--- src/rtl/ram_port_arbiter.sv ---
`default_nettype none
// ============================================================================
// Module      : ram_port_arbiter
// Description : Round-robin arbiter sharing one single-ported, async-read RAM
//               between two valid/ready requesters. Read responses are
//               registered and returned exactly one cycle after the request
//               fires. At most one RAM access is issued per cycle.
//               Optional macro RAM_ARB_CLEAR_EN: after reset the RAM is swept
//               to zero (one word per cycle, DEPTH cycles) before any request
//               is served; busy is high during the sweep.
// Revision    : 1.0 - initial release
// ============================================================================
module ram_port_arbiter #(
  parameter int DWIDTH = 32,
  parameter int AWIDTH = 8,
  parameter int DEPTH  = 256
) (
  input  logic              clk,
  input  logic              rst,
  // port 0
  input  logic              p0_valid,
  output logic              p0_ready,
  input  logic              p0_we,
  input  logic [AWIDTH-1:0] p0_addr,
  input  logic [DWIDTH-1:0] p0_wdata,
  output logic              p0_rvalid,
  output logic [DWIDTH-1:0] p0_rdata,
  input  logic              p0_rready,
  // port 1
  input  logic              p1_valid,
  output logic              p1_ready,
  input  logic              p1_we,
  input  logic [AWIDTH-1:0] p1_addr,
  input  logic [DWIDTH-1:0] p1_wdata,
  output logic              p1_rvalid,
  output logic [DWIDTH-1:0] p1_rdata,
  input  logic              p1_rready,
  // RAM pins
  output logic [AWIDTH-1:0] ram_addr,
  output logic [DWIDTH-1:0] ram_d,
  output logic              ram_we,
  input  logic [DWIDTH-1:0] ram_q,
  // status
  output logic              busy
);

  typedef enum logic [0:0] {
    S_CLEAR = 1'b0,
    S_SERVE = 1'b1
  } state_t;

`ifdef RAM_ARB_CLEAR_EN
  localparam state_t c_RESET_STATE = S_CLEAR;
`else
  localparam state_t c_RESET_STATE = S_SERVE;
`endif

  // One extra bit so DEPTH == 2**AWIDTH is representable in the range test.
  localparam logic [AWIDTH:0]   c_DEPTH_EXT = (AWIDTH+1)'(DEPTH);
  localparam logic [AWIDTH-1:0] c_LAST_ADDR = AWIDTH'(DEPTH - 1);

  state_t              r_state;
  state_t              w_state_nxt;
  logic [AWIDTH-1:0]   r_clr_cnt;
  logic [AWIDTH-1:0]   w_clr_cnt_nxt;
  logic                r_last_grant;

  logic                r_p0_rvalid;
  logic [DWIDTH-1:0]   r_p0_rdata;
  logic                r_p1_rvalid;
  logic [DWIDTH-1:0]   r_p1_rdata;

  logic                w_serve;
  logic                w_elig0;
  logic                w_elig1;
  logic                w_grant0;
  logic                w_grant1;
  logic                w_sel_we;
  logic [AWIDTH-1:0]   w_sel_addr;
  logic [DWIDTH-1:0]   w_sel_wdata;
  logic                w_in_range;
  logic                w_rd_fire0;
  logic                w_rd_fire1;
  logic [DWIDTH-1:0]   w_rd_value;

  // State register and clear-sweep counter.
  always_ff @(posedge clk) begin
    if (rst) begin
      r_state   <= c_RESET_STATE;
      r_clr_cnt <= '0;
    end else begin
      r_state   <= w_state_nxt;
      r_clr_cnt <= w_clr_cnt_nxt;
    end
  end

  // Next-state logic: sweep one word per cycle, then serve until reset.
  always_comb begin
    w_state_nxt   = r_state;
    w_clr_cnt_nxt = r_clr_cnt;
    case (r_state)
      S_CLEAR: begin
        if (r_clr_cnt == c_LAST_ADDR) begin
          w_state_nxt   = S_SERVE;
          w_clr_cnt_nxt = '0;
        end else begin
          w_clr_cnt_nxt = r_clr_cnt + AWIDTH'(1);
        end
      end
      S_SERVE: begin
        w_state_nxt = S_SERVE;
      end
      default: begin
        w_state_nxt = c_RESET_STATE;
      end
    endcase
  end

  // Eligibility and round-robin grant; a port whose response slot is full
  // may still be granted if that response drains in the same cycle.
  always_comb begin
    w_serve  = (r_state == S_SERVE);
    w_elig0  = w_serve && p0_valid && (!r_p0_rvalid || p0_rready);
    w_elig1  = w_serve && p1_valid && (!r_p1_rvalid || p1_rready);
    // last_grant == 1 means port 0 wins a tie, and vice versa.
    w_grant0 = w_elig0 && (!w_elig1 ||  r_last_grant);
    w_grant1 = w_elig1 && (!w_elig0 || !r_last_grant);
  end

  assign p0_ready = w_grant0;
  assign p1_ready = w_grant1;

  // Select the fields of the winning request (grants are one-hot).
  always_comb begin
    w_sel_we    = 1'b0;
    w_sel_addr  = '0;
    w_sel_wdata = '0;
    if (w_grant0) begin
      w_sel_we    = p0_we;
      w_sel_addr  = p0_addr;
      w_sel_wdata = p0_wdata;
    end else if (w_grant1) begin
      w_sel_we    = p1_we;
      w_sel_addr  = p1_addr;
      w_sel_wdata = p1_wdata;
    end
    w_in_range = ({1'b0, w_sel_addr} < c_DEPTH_EXT);
    w_rd_fire0 = w_grant0 && !p0_we;
    w_rd_fire1 = w_grant1 && !p1_we;
    // Out-of-range reads return zero rather than whatever the RAM drives.
    w_rd_value = w_in_range ? ram_q : '0;
  end

  // RAM pin drive: sweep writes during CLEAR, winning request during SERVE.
  always_comb begin
    ram_we   = 1'b0;
    ram_addr = '0;
    ram_d    = '0;
    if (r_state == S_CLEAR) begin
      ram_we   = 1'b1;
      ram_addr = r_clr_cnt;
      ram_d    = '0;
    end else if (w_grant0 || w_grant1) begin
      ram_addr = w_sel_addr;
      ram_d    = w_sel_wdata;
      ram_we   = w_sel_we && w_in_range;
    end
  end

  // Round-robin pointer follows the most recent fire.
  always_ff @(posedge clk) begin
    if (rst) begin
      r_last_grant <= 1'b1;
    end else if (w_grant0) begin
      r_last_grant <= 1'b0;
    end else if (w_grant1) begin
      r_last_grant <= 1'b1;
    end
  end

  // Port 0 response slot: load on read fire, clear on drain, else hold.
  always_ff @(posedge clk) begin
    if (rst) begin
      r_p0_rvalid <= 1'b0;
      r_p0_rdata  <= '0;
    end else if (w_rd_fire0) begin
      r_p0_rvalid <= 1'b1;
      r_p0_rdata  <= w_rd_value;
    end else if (r_p0_rvalid && p0_rready) begin
      r_p0_rvalid <= 1'b0;
    end
  end

  // Port 1 response slot: load on read fire, clear on drain, else hold.
  always_ff @(posedge clk) begin
    if (rst) begin
      r_p1_rvalid <= 1'b0;
      r_p1_rdata  <= '0;
    end else if (w_rd_fire1) begin
      r_p1_rvalid <= 1'b1;
      r_p1_rdata  <= w_rd_value;
    end else if (r_p1_rvalid && p1_rready) begin
      r_p1_rvalid <= 1'b0;
    end
  end

  assign p0_rvalid = r_p0_rvalid;
  assign p0_rdata  = r_p0_rdata;
  assign p1_rvalid = r_p1_rvalid;
  assign p1_rdata  = r_p1_rdata;

`ifdef RAM_ARB_CLEAR_EN
  assign busy = (r_state == S_CLEAR);
`else
  assign busy = 1'b0;
`endif

endmodule
`default_nettype wire

--- config.mk ---
export PLATFORM = sky130hd
export DESIGN_NAME = ram_port_arbiter
export DESIGN_NICKNAME = d
export VERILOG_FILES = /design/src/rtl/ram_port_arbiter.sv
export SDC_FILE = /design/constraint.sdc
export NUM_CORES = 1
export LEC_CHECK = 0
export ABC_CLOCK_PERIOD_IN_PS = 1400
export CAP_MARGIN = 20
export CORE_MARGIN = 2
export CORE_UTILIZATION = 33
export CTS_CLUSTER_SIZE = 40
export DETAILED_ROUTE_END_ITERATION = 12
export GPL_TIMING_DRIVEN = 0
export PLACE_DENSITY = 0.83
export SLEW_MARGIN = 10
export SYNTH_ARGS = -nofsm -noshare
export SYNTH_HDL_FRONTEND = slang
export SYNTH_SLANG_ARGS = --single-unit
--- constraint.sdc ---
create_clock -name clk -period 1.4 [get_ports clk]
set_input_delay 0.21 -clock clk [delete_from_list [all_inputs] [get_ports clk]]
set_output_delay 0.21 -clock clk [all_outputs]
set_load 0.05 [all_outputs]
==> run metrics <==
Synth Cell Area=around 3500 µm²; Worst setup SP type=register; initial antenna violation count=1; Final ANT Viol Nets=0; CTS tree=yes; CORE AREA=10300 µm²; Slowest cell on crit path=dfxtp_4; outcome=complete, but fails checks; fillers=between 700 and 800; num rows=37; first-pass GRT wire length=22.2 mm; Unique masters post-synth=35; CP bufs+invs=3; nets@finish=about 760; slew margin rel.=63.0%; drt via density=between 4 and 5; ys async rst share=0%; final setup fails=about 110; cell mode on critical path=buf_6; Clock Skew=approximately 8.9 ps; max cap viols=0; CP delay by family, top=buffers and inverters; slowest cell delay on critical path=roughly 370 ps; Initial Util=between 30 and 40%; Die W=around 110 µm; Num CTS Buffers=9; Final Cycle Share=142%; maximum clock frequency=roughly 500 MHz; clk sinks=between 70 and 80; final non-filler cell total=between 700 and 800; ys flop type=dfxtp_1; final worst slack=-591 ps; number of synthesized flops with an enable pin=0; Worst Path Class, Setup=register to output pin; hold_ws=around 230 ps; worst hold-check path type=primary input to register; syn avg cell area=between 9 and 10 µm²; DR vias=3860; r2r setup slk=-150 ps; Post-Place Cells=728; Mapped Cells=about 370; crit-path cells=nor2b_4 -> a211oi_4 -> buf_6 -> buf_6 -> a221o_2 -> buf_8; Routed WL=14.4 mm; RSZ-0062 raised after global routing=yes; Reg2Reg Launch Point=p1_rvalid; Hold Path Sink=p1_rvalid; RePlAce Congestion=approximately 0.86; Worst Tran Pin Value=roughly 550 ps; GR Overflow Total=0; Area Growth Syn to Fin=112%; worst vdd rail ir drop=around 0.87 mV; worst hold stages=2; hold path start=rst; Leakage=around 3.1 nW; Req. time, crit path=1190 ps; Clock Latency Late Sink=approximately 360 ps; uppermost layer routed=met4; Die H=107 µm; Final Hold Viols=0; Power, Total=0.00659 W; CP Capture Type=output pin; GRT Resource Usage Total=about a quarter; Place WS=-1470 ps; top cells by area, synth=dfxtp_1 44%, mux2i_1 19%, nand2_1 11%; clk buf depth=2; Yosys top cell by area=dfxtp_1; syn_nets=a little under 500; Routed wire per std cell=around 18 µm; Yosys Warn Count=0; Max H-tree Level=3; RR Endpoint=p0_rdata[22]; Initial DRT Pass Iterations=4; flops & latches, synth=76; CTS Root Cell=clkbuf_8; Routed met3 length=1.38 mm; Worst-path clk slew=80 ps; full die area=about 11000 µm²; Seq/Total Area, Yosys=between 40 and 50%; Crit Path Max Fanout=5; Max Slew Vio Count=0; top cell type's share of synthesized area=43.8%; failing checks=setup timing; I/O Buffers=between 200 and 250; Area after DPL=around 6300 µm²; fin crit period=between 1500 and 2000 ps; fin area=approximately 7400 µm²; Post-DP HPWL=around 10 mm; Starting DRT DRC Count=between 100 and 150; Metal-1 WL=between 5 and 6 mm; vias in the first global route=roughly 4200; Arrival @ worst endpoint=1780 ps; Reg2Reg Depth=6; # DRC=0; largest net degree at the start of global routing=15; share of layout cells above drive strength 1=between 30% and 40%; PwrDens=about 890 nW/µm²; WL met2=between 7 and 8 mm; Top Ports=230
sequential cells by signal, summed over array words and instances, names as in the netlist:
| signal | count |
|---|---|
| p0_rdata | 32 |
| p1_rdata | 32 |
| r_clr_cnt | 8 |
| p0_rvalid | 1 |
| p1_rvalid | 1 |
| r_last_grant | 1 |
| r_state | 1 |
cell type report:
cell class | count | area (µm²) | area share (%)
inverter | 3 | 11.3 | 0.153
antenna | 1 | 2.50 | 0.0340
buffer | 27 | 290 | 3.94
timing repair buffer | 262 | 2990 | 40.5
clock buffer | 10 | 138 | 1.87
tap | 136 | 170 | 2.31
clock inverter | 6 | 46.3 | 0.628
sequential | 76 | 1540 | 20.9
multi-input combinational | 258 | 2190 | 29.7
power by group:
part	internal [W]	switching, W
Sequential	0.00225	0.0000572
Combinational	0.00128	0.00142
Clock	0.000704	0.000874
cells in the final DEF (no fill, tap or decap), types with 3 or more instances in the layout:
cell type / n
a21oi_2: 3
a221o_2: 9
a22o_4: 32
buf_12: 9
buf_4: 12
buf_6: 23
buf_8: 46
clkbuf_1: 9
clkbuf_2: 3
clkbuf_8: 10
clkdlybuf4s15_2: 64
clkdlybuf4s50_1: 114
dfxtp_1: 70
dfxtp_4: 4
dlygate4sd2_1: 4
mux2i_1: 63
nand2_1: 98
nor2_1: 6
nor2b_1: 8
nor2b_4: 3
o21ai_0: 4
or3_1: 3
cells by family after synthesis:
group	count (synthesis)	share of synthesized area [%]
simple gates	129	15.9
flops	76	43.8
mux	65	18.7
compound gates	59	15.3
buf+inv	31	5.01
xor+xnor	3	0.757
fa+ha+maj	1	0.360
other cells	1	0.108
worst max-delay path by stage:
stage / start / endpoint / slack, ps / cells past startpoint
after detailed placement: p0_rready / ram_d[15] / -1470 / 6
after floorplan: p1_rvalid / ram_addr[0] / -230 / 4
after global placement: p0_rready / ram_d[15] / -1450 / 6
after CTS: p0_rvalid / ram_addr[1] / -570 / 6
final: p0_rvalid / ram_addr[2] / -590 / 6
after global routing: p0_rvalid / ram_addr[3] / -650 / 6
Yosys cell counts (3+ instances only):
cell type / number
a21oi_1: 5
nor2b_1: 11
a221o_1: 9
nor2_1: 6
nand2_1: 98
or3_1: 3
dfxtp_1: 76
buf_2: 10
clkbuf_1: 10
buf_6: 5
mux2i_1: 65
a22o_1: 32
o21ai_0: 4
per-layer routing:
layer | up-vias | GRT usage, %
met5 | - | 0
met4 | 0 | 8.63
met3 | 31 | 10.1
met2 | 173 | 45.0
met1 | 1832 | 26.7
li1 | 1824 | -
through the flow:
stage          utilization (%)  TNS [ps]
2_1_floorplan                -     -9690
3_3_place_gp              61.2    -92230
3_5_place_dp              61.2    -94670
4_1_cts                   70.0    -33940
5_1_grt                   71.7    -36030
6_report                  71.7    -29890
what timing repair did:
item                                    4_1_cts  5_1_grt
hold buffers                                  0        0
gates cloned                                  8        1
resized for setup                           569       61
pin swaps                                    16        9
setup buffers                                24       10
endpoints found under the setup margin      174      116
(Power assumes the default switching activity.)
